--- config.mk ---
export PLATFORM = sky130hd
export DESIGN_NAME = bcd_display_driver
export DESIGN_NICKNAME = d
export VERILOG_FILES = /design/src/rtl/bcd_display_driver.sv
export SDC_FILE = /design/constraint.sdc
export NUM_CORES = 1
export LEC_CHECK = 0
export CAP_MARGIN = 30
export CORE_MARGIN = 2
export CORE_UTILIZATION = 30
export CTS_BUF_LIST = sky130_fd_sc_hd__clkbuf_16
export DETAILED_ROUTE_END_ITERATION = 7
export PLACE_DENSITY = 0.56
export SLEW_MARGIN = 20
export SYNTH_ARGS = -nofsm -noshare
export SYNTH_HDL_FRONTEND = slang
export SYNTH_SLANG_ARGS = --single-unit
export TNS_END_PERCENT = 100
--- constraint.sdc ---
create_clock -name clk -period 3.1 [get_ports clk]
set_clock_uncertainty 0.1 [all_clocks]
set_input_delay 0.31 -clock clk [delete_from_list [all_inputs] [get_ports clk]]
set_output_delay 0.31 -clock clk [all_outputs]
set_load 0.02 [all_outputs]
--- src/rtl/bcd_display_driver.sv ---
// Sequential double-dabble converter driving four active-low seven-segment digits.
// One shift-add-3 step per cycle; bcd and hex outputs only change on done.
module bcd_display_driver #(
    parameter int IN_WIDTH      = 11,
    parameter int DIGITS        = 4,
    parameter bit BLANK_LEADING = 1'b1
) (
    input  logic                  clk,
    input  logic                  reset,
    input  logic [IN_WIDTH-1:0]   value,
    input  logic                  value_valid,
    output logic                  busy,
    output logic                  done,
    output logic [4*DIGITS-1:0]   bcd,
    output logic [6:0]            hex0,
    output logic [6:0]            hex1,
    output logic [6:0]            hex2,
    output logic [6:0]            hex3
);

    localparam int BW = 4 * DIGITS;
    localparam int CW = $clog2(IN_WIDTH + 1);
    localparam longint MAX_IN  = (longint'(1) << IN_WIDTH) - 1;
    localparam longint MAX_OUT = (longint'(10) ** DIGITS) - 1;

    if (DIGITS != 4) begin : g_bad_digits
        $error("bcd_display_driver: DIGITS must be 4");
    end
    if (MAX_IN > MAX_OUT) begin : g_bad_width
        $error("bcd_display_driver: IN_WIDTH too wide for DIGITS");
    end

    typedef enum logic {
        IDLE  = 1'b0,
        SHIFT = 1'b1
    } state_t;

    state_t              state_q, state_d;
    logic [IN_WIDTH-1:0] bin_q, bin_d;
    logic [BW-1:0]       scratch_q, scratch_d;
    logic [BW-1:0]       adj, shifted;
    logic [CW-1:0]       cnt_q, cnt_d;
    logic [BW-1:0]       bcd_q, bcd_d;
    logic                done_q, done_d;
    logic [27:0]         hex_q, hex_d;

    function automatic logic [6:0] seg7(input logic [3:0] d);
        logic [6:0] s;
        case (d)
            4'd0:    s = 7'h40;
            4'd1:    s = 7'h79;
            4'd2:    s = 7'h24;
            4'd3:    s = 7'h30;
            4'd4:    s = 7'h19;
            4'd5:    s = 7'h12;
            4'd6:    s = 7'h02;
            4'd7:    s = 7'h78;
            4'd8:    s = 7'h00;
            4'd9:    s = 7'h10;
            default: s = 7'h7F;
        endcase
        return s;
    endfunction

    // Digits above the most significant non-zero one go blank; digit 0 never does.
    function automatic logic [27:0] disp(input logic [15:0] b);
        logic [27:0] h;
        logic        lead;
        lead = 1'b1;
        h    = '0;
        for (int i = 3; i >= 0; i--) begin
            if (BLANK_LEADING && lead && i != 0 && b[4*i +: 4] == 4'd0) begin
                h[7*i +: 7] = 7'h7F;
            end else begin
                lead        = 1'b0;
                h[7*i +: 7] = seg7(b[4*i +: 4]);
            end
        end
        return h;
    endfunction

    always_comb begin
        adj = scratch_q;
        for (int i = 0; i < DIGITS; i++) begin
            if (scratch_q[4*i +: 4] >= 4'd5) begin
                adj[4*i +: 4] = scratch_q[4*i +: 4] + 4'd3;
            end
        end
        shifted = {adj[BW-2:0], bin_q[IN_WIDTH-1]};
    end

    always_comb begin
        state_d   = state_q;
        bin_d     = bin_q;
        scratch_d = scratch_q;
        cnt_d     = cnt_q;
        bcd_d     = bcd_q;
        done_d    = 1'b0;
        case (state_q)
            IDLE: begin
                if (value_valid) begin
                    bin_d     = value;
                    scratch_d = '0;
                    cnt_d     = CW'(IN_WIDTH);
                    state_d   = SHIFT;
                end
            end
            SHIFT: begin
                bin_d     = bin_q << 1;
                scratch_d = shifted;
                cnt_d     = cnt_q - 1'b1;
                if (cnt_q == CW'(1)) begin
                    bcd_d   = shifted;
                    done_d  = 1'b1;
                    state_d = IDLE;
                end
            end
            default: state_d = IDLE;
        endcase
        hex_d = disp(16'(bcd_d));
    end

    always_ff @(posedge clk) begin
        if (reset) begin
            state_q   <= IDLE;
            bin_q     <= '0;
            scratch_q <= '0;
            cnt_q     <= '0;
            bcd_q     <= '0;
            done_q    <= 1'b0;
            hex_q     <= disp(16'h0000);
        end else begin
            state_q   <= state_d;
            bin_q     <= bin_d;
            scratch_q <= scratch_d;
            cnt_q     <= cnt_d;
            bcd_q     <= bcd_d;
            done_q    <= done_d;
            hex_q     <= hex_d;
        end
    end

    assign busy = (state_q == SHIFT);
    assign done = done_q;
    assign bcd  = bcd_q;
    assign hex0 = hex_q[6:0];
    assign hex1 = hex_q[13:7];
    assign hex2 = hex_q[20:14];
    assign hex3 = hex_q[27:21];

endmodule

======== Word-level counts from Yosys, hierarchy flattened ========
Memories as Yosys holds them, arrays and structs flattened. A register that Yosys moved wholly into a read port is not among the register bits.
Index checks and enable logic that the tools add are counted.
cells by class
  add/subtract/negate cells ............... 5
  magnitude comparators ................... 4
  equality and inequality tests ........... 2
  mux-type cells .......................... 18
  bitwise operators ....................... 1
  reductions and logical operators ........ 9
operators by type and width
  operator                                             number
  two-way mux 16 bit                                   3
  one-hot mux 16 bit (2 select lines)                  1
  one-hot mux 11 bit (2 select lines)                  1
  >= comparator 4 x 3 -> 1 bit, second input constant  4
  two-way mux 4 bit                                    4
  adder 4 x 2 -> 4 bit, second input constant          3
  zero test 4 bit                                      3
  two-way mux 11 bit                                   1
  one-hot mux 4 bit (2 select lines)                   1
  OR reduction 2 bit                                   4
  two-way mux 1 bit                                    5
  equality test 4 x 1 -> 1 bit, second input constant  1
  subtractor 4 x 1 -> 4 bit, second input constant     1
  adder 3 x 2 -> 3 bit, second input constant          1
  two-way mux 3 bit                                    1
  logical AND 1 bit                                    2
  != test 2 bit, second input constant                 1
  one-hot mux 1 bit (2 select lines)                   1
  inverter 1 bit                                       1
word-level totals
  bits in registers ....................... 49
  memory bits (read-only) ................. 448
  bits of input ports ..................... 14
  output and inout bits ................... 46
  word-level logic and storage cells ...... 49
  memories ................................ 4
memories
  name              depth  width  read ports  clocked after Yosys merged registers in  write ports  line  source
  (name not given)  16     7      1           1                                        0            49    case (d)
  (name not given)  16     7      1           1                                        0            49
  (name not given)  16     7      1           1                                        0            49
  (name not given)  16     7      1           1                                        0            49

======== Logic depth before layout (Yosys ltp) ========
Gate-level depths: netlist of the first run.
  depth after elaboration ................. 10
  depth in mapped cells ................... 13
  depth with buffers taken out ............ 12

======== Least setup slack after synthesis of the first run ========
OpenSTA, ideal clock, no wires.
  path kind ............................... reg-to-reg
  from .................................... reg cnt_q[1]
  to ...................................... reg hex_q[8]
  library setup time ...................... 0.079 ns
  data arrival time ....................... 2.622 ns
  required time ........................... 2.921 ns
  setup slack ............................. 0.299 ns
  cell stages (with the launch flop) ...... 13
  buffers on the path ..................... 3
  clock period less this slack ............ 2.801 ns
  cells stage by stage .................... dfxtp_1 inv_1 ha_1 and4bb_4 buf_6 buf_6 buf_4 o21ai_0 ha_1 nand4_2 nor3_4 a31oi_4 o211ai_1
between the ends
  longest elaborated chain between the ends .. 9
  elaborated cells on any way between the ends .. 11
  classes of those cells .................. 1 x eq/ne; 4 x mux; 6 x reduce/logical
RTL lines
  element                           line  source
  start, declared                   42    logic [CW-1:0] cnt_q, cnt_d;
  start signal, assigned            136   cnt_q <= cnt_d;
  equality test 4 x 1 -> 1 bit (*)  112   if (cnt_q == CW'(1)) begin
  two-way mux 16 bit (*)            112
  two-way mux 16 bit (*)            99    case (state_q)
  zero test 4 bit                   72    if (BLANK_LEADING && lead && i != 0 && b[4*i +: 4] == 4'd0) begin
  two-way mux 1 bit                 72
  logical AND 1 bit                 72
  two-way mux 1 bit                 72
  logical AND 1 bit                 72
  OR reduction 2 bit (no line)      --
  end, declared                     45    logic [27:0] hex_q, hex_d;
Mark *: on every way between the ends. The rest lies on a longest branch, timed or not.
A chain may end at the register's enable or synchronous reset.

======== Worst setup path in the final report of the first run ========
  from .................................... reg scratch_q[8]
  to ...................................... reg hex_q[8]
between the ends
  elaborated cells on any way between the ends .. 12
  classes of those cells .................. 1 x add/sub; 1 x order compare; 5 x mux; 5 x reduce/logical
RTL lines
  element                                                                      line    source
  start, declared                                                              40      logic [BW-1:0] scratch_q, scratch_d;
  start signal, assigned                                                       135     scratch_q <= scratch_d;
  adder 4 x 2 -> 4 bit / >= comparator 4 x 3 -> 1 bit (equally long branches)  86, 85
  two-way mux 4 bit (*)                                                        85      if (scratch_q[4*i +: 4] >= 4'd5) begin
  two-way mux 16 bit (*)                                                       112
  two-way mux 16 bit (*)                                                       99
  named net bcd_d[9]                                                           43      logic [BW-1:0] bcd_q, bcd_d;
  zero test 4 bit (*)                                                          72
  logical AND 1 bit (*)                                                        72
  two-way mux 1 bit (*)                                                        72
  logical AND 1 bit (*)                                                        72
  OR reduction 2 bit (no line) (*)                                             --
Mark *: on every way through the listed nets, which the timed path passes. The rest lies on a longest branch.

==> impl_metrics.xml, run 1 <==
<?xml version="1.0" encoding="UTF-8"?>
<metrics>
  <group name="layout">
    <metric name="num_antenna_cells" unit="">0</metric>
    <metric name="drive_above_1_share" unit="%">12.6</metric>
    <metric name="layout-area-overhead-vs-synth" unit="%">24.9</metric>
    <metric name="final_cells" unit="">703</metric>
    <metric name="final_core_util" unit="%">37.9</metric>
    <metric name="net_count_final" unit="">564</metric>
  </group>
  <group name="worst_setup_path">
    <metric name="cpMaxStageDelayCell" unit="">sky130_fd_sc_hd__dfxtp_1</metric>
    <metric name="worstPathArrival" unit="ns">2.94</metric>
    <metric name="timing_worst_setup_path_type" unit="">flop to flop</metric>
    <metric name="critical_path.top_delay_family" unit="">compound AO/OA/AOI/OAI gates</metric>
    <metric name="timing.critical_path.from_type" unit="">flop</metric>
    <metric name="crit_path_end_kind" unit="">flop</metric>
    <metric name="critical_path.cell_chain" unit="">inv_1, ha_1, and2b_1, o21ai_0, o31ai_2, inv_1, ha_1, nand4_2, nor3_4, a31oi_4, o211ai_1</metric>
    <metric name="worst-r2r-setup-slack" unit="ns">0.32</metric>
    <metric name="timing.rr.start" unit="">scratch_q[8]$_SDFFE_PP0P_</metric>
    <metric name="reg2regPathDepth" unit="">11</metric>
    <metric name="worst_r2r_endpoint" unit="">hex_q[8]$_SDFF_PP1_</metric>
    <metric name="crit_buf_inv" unit="">2</metric>
    <metric name="cp.required" unit="ns">3.26</metric>
    <metric name="path_max_fanout" unit="">7</metric>
    <metric name="critical_path_origin" unit="">scratch_q[8]$_SDFFE_PP0P_</metric>
    <metric name="worst_path_largest_cell_delay" unit="ns">0.41</metric>
    <metric name="crit_cells" unit="">11</metric>
  </group>
  <group name="min_path">
    <metric name="path_type_of_the_worst_min_delay_path" unit="">input port to flop</metric>
    <metric name="hold_path.startpoint" unit="">reset</metric>
    <metric name="min_delay_path_depth" unit="">2</metric>
    <metric name="worst_hold_endpoint" unit="">scratch_q[14]$_SDFFE_PP0P_</metric>
  </group>
  <group name="power">
    <metric name="post-layout-total-power" unit="W">0.00247</metric>
    <metric name="power.density" unit="nW/µm²">474</metric>
    <metric name="ir_drop" unit="µV">311</metric>
    <metric name="power_leakage" unit="nW">2.06</metric>
  </group>
  <group name="timing">
    <metric name="timing_worst_slew_pin_value" unit="ns">0.781</metric>
    <metric name="slew-limit-headroom" unit="%">46.4</metric>
    <metric name="grt_setup_unrepaired" unit="">no</metric>
    <metric name="final.setup.worst_slack" unit="ns">0.319</metric>
    <metric name="report.final.hold_viol_count" unit="">0</metric>
    <metric name="min_period" unit="ns">2.78</metric>
    <metric name="timing.final.setup_violations" unit="">0</metric>
    <metric name="share_of_the_cycle_needed_by_the_critical_path_after_routing" unit="%">89.7</metric>
    <metric name="clock.fmax" unit="MHz">360</metric>
    <metric name="maxSlewViolCount" unit="">0</metric>
    <metric name="setup-tns-final" unit="ns">0</metric>
  </group>
  <group name="grt">
    <metric name="antenna_found_initial" unit="">0</metric>
    <metric name="grt_pass1_vias" unit="">3173</metric>
    <metric name="largest_net_degree_at_the_start_of_global_routing" unit="">54</metric>
    <metric name="grt_pass1_wl" unit="µm">15000</metric>
    <metric name="grt_overflow" unit="">0</metric>
    <metric name="groute.usage.overall" unit="%">13.0</metric>
  </group>
  <group name="cts">
    <metric name="h-tree-depth" unit="">3</metric>
    <metric name="cts.path.max_buffers" unit="">2</metric>
    <metric name="cts_made_buffers" unit="">9</metric>
    <metric name="num_clock_sinks" unit="">77</metric>
    <metric name="cts.hold.buffers_added" unit="">0</metric>
    <metric name="clk-insertion-delay-late" unit="ns">0.35</metric>
    <metric name="clock_tree_root_driver_cell" unit="">sky130_fd_sc_hd__clkbuf_16</metric>
    <metric name="cts_tree" unit="">built</metric>
    <metric name="postcts_setup_bufs" unit="">0</metric>
    <metric name="cts.repair.resized" unit="">0</metric>
    <metric name="worst_setup_hold_path_clk_slew" unit="ns">0.06</metric>
  </group>
  <group name="logic_synthesis">
    <metric name="synth.distinct_cells" unit="">67</metric>
    <metric name="cell_area_synth" unit="µm²">4170</metric>
    <metric name="ff_latch_count_synth" unit="">77</metric>
    <metric name="ys_seq_area_share" unit="%">37.0</metric>
    <metric name="netlist.area_leader.share" unit="%">37.0</metric>
    <metric name="synthesis.instances" unit="">462</metric>
    <metric name="synth_nets" unit="">507</metric>
    <metric name="syn_avg_cell_area" unit="µm²">9.02</metric>
    <metric name="synth_commonest_cells" unit="">sky130_fd_sc_hd__dfxtp_1, sky130_fd_sc_hd__nor2_1, sky130_fd_sc_hd__a21oi_1</metric>
    <metric name="asyncSetResetFlopFracSynth" unit="%">0</metric>
    <metric name="yosysWarnings" unit="">0</metric>
    <metric name="ys_top_cells_by_area" unit="">sky130_fd_sc_hd__dfxtp_1, sky130_fd_sc_hd__ha_1, sky130_fd_sc_hd__nor2_1, sky130_fd_sc_hd__mux2i_1, sky130_fd_sc_hd__a21oi_1</metric>
    <metric name="synth_top_flop_cell" unit="">sky130_fd_sc_hd__dfxtp_1</metric>
    <metric name="synth_most_common_cell" unit="">sky130_fd_sc_hd__dfxtp_1</metric>
    <metric name="synthDominantAreaCellType" unit="">sky130_fd_sc_hd__dfxtp_1</metric>
    <metric name="synth_edf_count" unit="">0</metric>
  </group>
  <group name="detailed_routing">
    <metric name="drt_pass1_iterations" unit="">5</metric>
    <metric name="dr_total_vias" unit="">3318</metric>
    <metric name="post_drt_via_cell_ratio" unit="">4.72</metric>
    <metric name="drcViolationCount" unit="">0</metric>
    <metric name="routed_wire_length_per_instance" unit="µm">12.9</metric>
    <metric name="route.final.wire_length" unit="µm">9040</metric>
    <metric name="ant_nets" unit="">0</metric>
    <metric name="detailedRoute.firstIterationViolations" unit="">209</metric>
  </group>
  <group name="outcome">
    <metric name="run_status" unit="">complete, no violations</metric>
  </group>
  <group name="floorplanning">
    <metric name="num_io_pins" unit="">60</metric>
    <metric name="coreArea" unit="µm²">13700</metric>
    <metric name="die_h" unit="µm">122</metric>
    <metric name="initial_utilization" unit="%">30.4</metric>
    <metric name="die_width" unit="µm">122</metric>
    <metric name="row_count" unit="">43</metric>
    <metric name="fp.dieArea" unit="µm²">14800</metric>
  </group>
  <group name="placement">
    <metric name="dp_hpwl" unit="µm">6640</metric>
    <metric name="dpl_worst_slack" unit="ns">0.326</metric>
    <metric name="port_buffers" unit="">59</metric>
    <metric name="gpl.final_weighted_congestion" unit="">0.828</metric>
    <metric name="post-place-cells" unit="">688</metric>
  </group>
  <group name="run">
    <metric name="maxCapViolCount" unit="">0</metric>
  </group>
</metrics>
==> through the flow <==
step                      cell area (µm²)  hold WS [ns]
after floorplan                      4170         0.354
after global placement               4920         0.365
after detailed placement             4920         0.381
after CTS                            5200         0.343
after global routing                 5200         0.369
final                                5200         0.346
==> cells by family (layout without fill, tap and decap cells) <==
logic type	count (synthesis)	after routing	synth area share [%]
AO/OA/AOI/OAI	116	116	19.3
adder cells (fa/ha/maj)	31	31	9.31
multiplexers	31	31	8.11
XOR/XNOR	5	5	1.05
AND/OR/NAND/NOR	152	152	19.3
flip-flops	77	77	37.0
buffers and inverters	50	111	5.95
==> layout make-up <==
| type | count | area [µm²] |
|---|---|---|
| fillers | 1394 | 8510 |
| clock inverters | 6 | 56.3 |
| multi-input cells | 335 | 2380 |
| inverters | 23 | 87.6 |
| well taps | 180 | 225 |
| flip-flops and latches | 77 | 1540 |
| repair buffers | 73 | 691 |
| clock buffers | 9 | 225 |
==> cell usage in the layout (no fill, tap or decap), drive strengths merged, types with 2 or more instances in the layout <==
cell           netlist  routed
a211o                2       2
a211oi               6       6
a21o                 5       5
a21oi               52      52
a311oi               2       2
a31oi                7       7
and2                 3       3
and2b                2       2
and3                 3       3
buf                 16      15
clkbuf              11       9
clkdlybuf4s50        0      58
clkinv               1       4
dfxtp               77      77
ha                  31      31
inv                 22      23
mux2                 3       3
mux2i               28      28
nand2               15      15
nand2b               5       5
nand3                7       7
nand3b               4       4
nand4                2       2
nor2                65      65
nor2b                3       3
nor3                19      19
nor3b               15      15
nor4                 3       3
o211ai               7       7
o21ai               22      22
o21ba                2       2
o21bai               2       2
o31ai                3       3
xnor2                4       4
==> how the worst max path moves through the flow <==
stage	end
2_1_floorplan	hex_q[8]$_SDFF_PP1_
3_3_place_gp	hex_q[8]$_SDFF_PP1_
3_5_place_dp	hex_q[8]$_SDFF_PP1_
4_1_cts	hex_q[8]$_SDFF_PP1_
5_1_grt	hex_q[8]$_SDFF_PP1_
6_report	hex_q[8]$_SDFF_PP1_
==> metal layers <==
metal	GRT usage, %	routed length (µm)	vias to the layer above
li1	-	-	1724
met1	14.9	3980	1536
met2	22.6	4570	50
met3	3.93	349	8
met4	5.17	148	0
met5	0	0	-
==> sequential cells by signal, indices dropped and copies added (netlist names) <==
name,count
cnt_q,4
bin_q,11
busy,1
done,1
scratch_q,16
bcd,16
hex_q,28
==> worst register-to-register path, cell delays in order (launching register included) <==
cell and delay, ns:
sky130_fd_sc_hd__dfxtp_1 0.41, sky130_fd_sc_hd__inv_1 0.09, sky130_fd_sc_hd__ha_1 0.27, sky130_fd_sc_hd__and2b_1 0.21
sky130_fd_sc_hd__o21ai_0 0.29, sky130_fd_sc_hd__o31ai_2 0.16, sky130_fd_sc_hd__inv_1 0.14, sky130_fd_sc_hd__ha_1 0.24
sky130_fd_sc_hd__nand4_2 0.16, sky130_fd_sc_hd__nor3_4 0.33, sky130_fd_sc_hd__a31oi_4 0.17, sky130_fd_sc_hd__o211ai_1 0.12
==> where the power goes <==
part           switching (W)  internal (W)  total, W  leakage, nW
Sequential         0.0000271       0.00105   0.00108        0.628
Combinational       0.000210      0.000177  0.000387         1.29
Clock               0.000396      0.000610   0.00101        0.142
Total               0.000634       0.00184   0.00247         2.06
Power figures use the tool's default switching activity.
==> inputs of run 2 (changes only) <==
Settings changed: CORE_UTILIZATION 30 to 40, PLACE_DENSITY 0.56 to 0.69.
==> impl_metrics.xml, run 2 (synthesis results as in run 1) <==
<?xml version="1.0" encoding="UTF-8"?>
<metrics>
  <group name="outcome">
    <metric name="run_status" unit="">complete, no violations</metric>
  </group>
  <group name="detailed_routing">
    <metric name="dr_total_vias" unit="">3356</metric>
    <metric name="post_drt_via_cell_ratio" unit="">5.11</metric>
    <metric name="drt_pass1_iterations" unit="">4</metric>
    <metric name="route.final.wire_length" unit="µm">8670</metric>
    <metric name="met2_wirelength" unit="µm">4250</metric>
    <metric name="detailedRoute.firstIterationViolations" unit="">145</metric>
    <metric name="ant_nets" unit="">0</metric>
    <metric name="routed.top_layer" unit="">met4</metric>
    <metric name="drcViolationCount" unit="">0</metric>
    <metric name="met3_length" unit="µm">326</metric>
    <metric name="routed_wire_length_per_instance" unit="µm">13.2</metric>
    <metric name="total_routed_wire_length_on_the_met1_layer" unit="µm">3930</metric>
  </group>
  <group name="cts">
    <metric name="cts_tree" unit="">built</metric>
    <metric name="cts.path.max_buffers" unit="">2</metric>
    <metric name="clock_tree_root_driver_cell" unit="">sky130_fd_sc_hd__clkbuf_16</metric>
    <metric name="num_clock_sinks" unit="">77</metric>
    <metric name="worst_setup_hold_path_clk_slew" unit="ns">0.06</metric>
    <metric name="h-tree-depth" unit="">3</metric>
    <metric name="cts_made_buffers" unit="">9</metric>
    <metric name="clk-insertion-delay-late" unit="ns">0.33</metric>
  </group>
  <group name="layout">
    <metric name="largest_reg_flops" unit="">28</metric>
    <metric name="number_of_filler_instances_in_the_final_layout" unit="">971</metric>
    <metric name="net_count_final" unit="">561</metric>
    <metric name="registers.top_by_ff_count" unit="">hex_q</metric>
    <metric name="drive_above_1_share" unit="%">11.9</metric>
    <metric name="num_antenna_cells" unit="">0</metric>
    <metric name="leading_cell_type_in_the_layout_fill_and_taps_excluded" unit="">sky130_fd_sc_hd__dfxtp_1</metric>
    <metric name="layout-area-overhead-vs-synth" unit="%">22.6</metric>
    <metric name="final_cell_mix" unit="">sky130_fd_sc_hd__dfxtp_1, sky130_fd_sc_hd__nor2_1, sky130_fd_sc_hd__clkdlybuf4s50_1, sky130_fd_sc_hd__a21oi_1, sky130_fd_sc_hd__ha_1</metric>
  </group>
  <group name="timing">
    <metric name="min_period" unit="ns">2.83</metric>
    <metric name="share_of_the_cycle_needed_by_the_critical_path_after_routing" unit="%">91.4</metric>
    <metric name="maxSlewViolCount" unit="">0</metric>
    <metric name="clock.fmax" unit="MHz">353</metric>
    <metric name="setup-tns-final" unit="ns">0</metric>
    <metric name="final.setup.worst_slack" unit="ns">0.266</metric>
    <metric name="grt_setup_unrepaired" unit="">no</metric>
    <metric name="slew-limit-headroom" unit="%">39.8</metric>
    <metric name="report.final.hold_viol_count" unit="">0</metric>
    <metric name="timing.final.setup_violations" unit="">0</metric>
    <metric name="timing_worst_slew_pin_value" unit="ns">0.902</metric>
  </group>
  <group name="placement">
    <metric name="port_buffers" unit="">59</metric>
    <metric name="dp_hpwl" unit="µm">6180</metric>
    <metric name="dpl_worst_slack" unit="ns">0.205</metric>
    <metric name="gpl.final_weighted_congestion" unit="">0.828</metric>
  </group>
  <group name="floorplanning">
    <metric name="coreArea" unit="µm²">10200</metric>
    <metric name="num_io_pins" unit="">60</metric>
    <metric name="row_count" unit="">37</metric>
    <metric name="initial_utilization" unit="%">40.7</metric>
    <metric name="die_width" unit="µm">106</metric>
    <metric name="die_h" unit="µm">106</metric>
    <metric name="fp.dieArea" unit="µm²">11200</metric>
  </group>
  <group name="min_path">
    <metric name="hold_path.startpoint" unit="">bin_q[7]$_SDFFE_PP0P_</metric>
    <metric name="path_type_of_the_worst_min_delay_path" unit="">flop to flop</metric>
    <metric name="worst_hold_endpoint" unit="">bin_q[8]$_SDFFE_PP0P_</metric>
    <metric name="min_delay_path_depth" unit="">2</metric>
  </group>
  <group name="grt">
    <metric name="antenna_found_initial" unit="">0</metric>
    <metric name="grt_pass1_wl" unit="µm">15100</metric>
    <metric name="largest_net_degree_at_the_start_of_global_routing" unit="">45</metric>
    <metric name="grt_pass1_vias" unit="">3280</metric>
    <metric name="groute.usage.overall" unit="%">16.5</metric>
    <metric name="grt_overflow" unit="">0</metric>
  </group>
  <group name="worst_setup_path">
    <metric name="worst_r2r_endpoint" unit="">hex_q[10]$_SDFF_PP1_</metric>
    <metric name="cp.required" unit="ns">3.25</metric>
    <metric name="reg2regPathDepth" unit="">11</metric>
    <metric name="timing.rr.start" unit="">scratch_q[8]$_SDFFE_PP0P_</metric>
    <metric name="worstPathArrival" unit="ns">2.98</metric>
    <metric name="timing_worst_setup_path_type" unit="">flop to flop</metric>
    <metric name="worst-r2r-setup-slack" unit="ns">0.27</metric>
    <metric name="path_max_fanout" unit="">7</metric>
    <metric name="crit_path_end_kind" unit="">flop</metric>
    <metric name="timing.critical_path.from_type" unit="">flop</metric>
  </group>
  <group name="power">
    <metric name="power.density" unit="nW/µm²">464</metric>
    <metric name="power_leakage" unit="nW">2.03</metric>
    <metric name="ir_drop" unit="µV">211</metric>
  </group>
  <group name="run">
    <metric name="maxCapViolCount" unit="">0</metric>
  </group>
</metrics>
[run 2: cell count changes in the layout (fill, tap and decap cells not counted), sizes merged]
cell    previous run  this run
inv               23        22
buf               15        12
bufinv             1         0
clkinv             4         7
[run 2: worst max-delay path, cell delays in order (launching register included)]
cell                       delay, ns
sky130_fd_sc_hd__dfxtp_1        0.42
sky130_fd_sc_hd__inv_1          0.08
sky130_fd_sc_hd__ha_1           0.27
sky130_fd_sc_hd__and2b_1        0.21
sky130_fd_sc_hd__o21ai_0        0.31
sky130_fd_sc_hd__o31ai_2        0.18
sky130_fd_sc_hd__inv_1          0.15
sky130_fd_sc_hd__ha_1           0.24
sky130_fd_sc_hd__nand4_2        0.14
sky130_fd_sc_hd__nor3_4         0.34
sky130_fd_sc_hd__a31oi_4        0.18
sky130_fd_sc_hd__o211ai_1       0.13
[run 2: layout make-up]
cell class	count	area [µm²]	share of cell area (%)
multi-input combinational	335	2380	46.6
sequential	77	1540	30.2
timing repair buffer	70	668	13.1
clock buffer	9	225	4.41
tap	136	170	3.33
inverter	23	87.6	1.72
clock inverter	7	32.5	0.637
[run 2: worst max path at each step]
stage | startpoint | to | slack (ns) | cells past startpoint
finish | scratch_q[8]$_SDFFE_PP0P_ | hex_q[10]$_SDFF_PP1_ | 0.27 | 11
global route | scratch_q[8]$_SDFFE_PP0P_ | hex_q[10]$_SDFF_PP1_ | 0.02 | 12
CTS | scratch_q[8]$_SDFFE_PP0P_ | hex_q[10]$_SDFF_PP1_ | 0.20 | 12
detailed placement | scratch_q[8]$_SDFFE_PP0P_ | hex_q[10]$_SDFF_PP1_ | 0.21 | 12
global placement | scratch_q[8]$_SDFFE_PP0P_ | hex_q[8]$_SDFF_PP1_ | 0.35 | 12
floorplan | cnt_q[1]$_SDFFE_PP0P_ | hex_q[8]$_SDFF_PP1_ | 0.30 | 12
[run 2: layer usage]
layer | track usage [%] | vias up
met2 | 28.9 | 69
met1 | 19.1 | 1553
met5 | 0 | -
met3 | 4.05 | 15
met4 | 6.86 | 0
li1 | - | 1719
[run 2: through the flow]
stage,total power (W),cells,cell area (µm²),utilization [%],hold slack [ns]
finish,0.00237,657,5110,49.9,0.389
global route,0.00250,657,5110,49.9,0.429
CTS,0.00240,656,5100,49.8,0.395
detailed placement,0.00149,640,4840,47.3,0.378
global placement,0.00148,640,4840,47.3,0.362
floorplan,0.00134,462,4170,-,0.354
[run 2: where the power goes]
part           total (W)  switching (W)  internal (W)
Combinational   0.000391       0.000213      0.000177
Clock           0.000907       0.000380      0.000527
Sequential       0.00107      0.0000242       0.00105
Total            0.00237       0.000618       0.00175
[run 2: timing repair]
item                       CTS  global route
setup buffers                0             1
setup endpoints to repair    0            10
hold buffers                 0             0
resized for setup            0             1
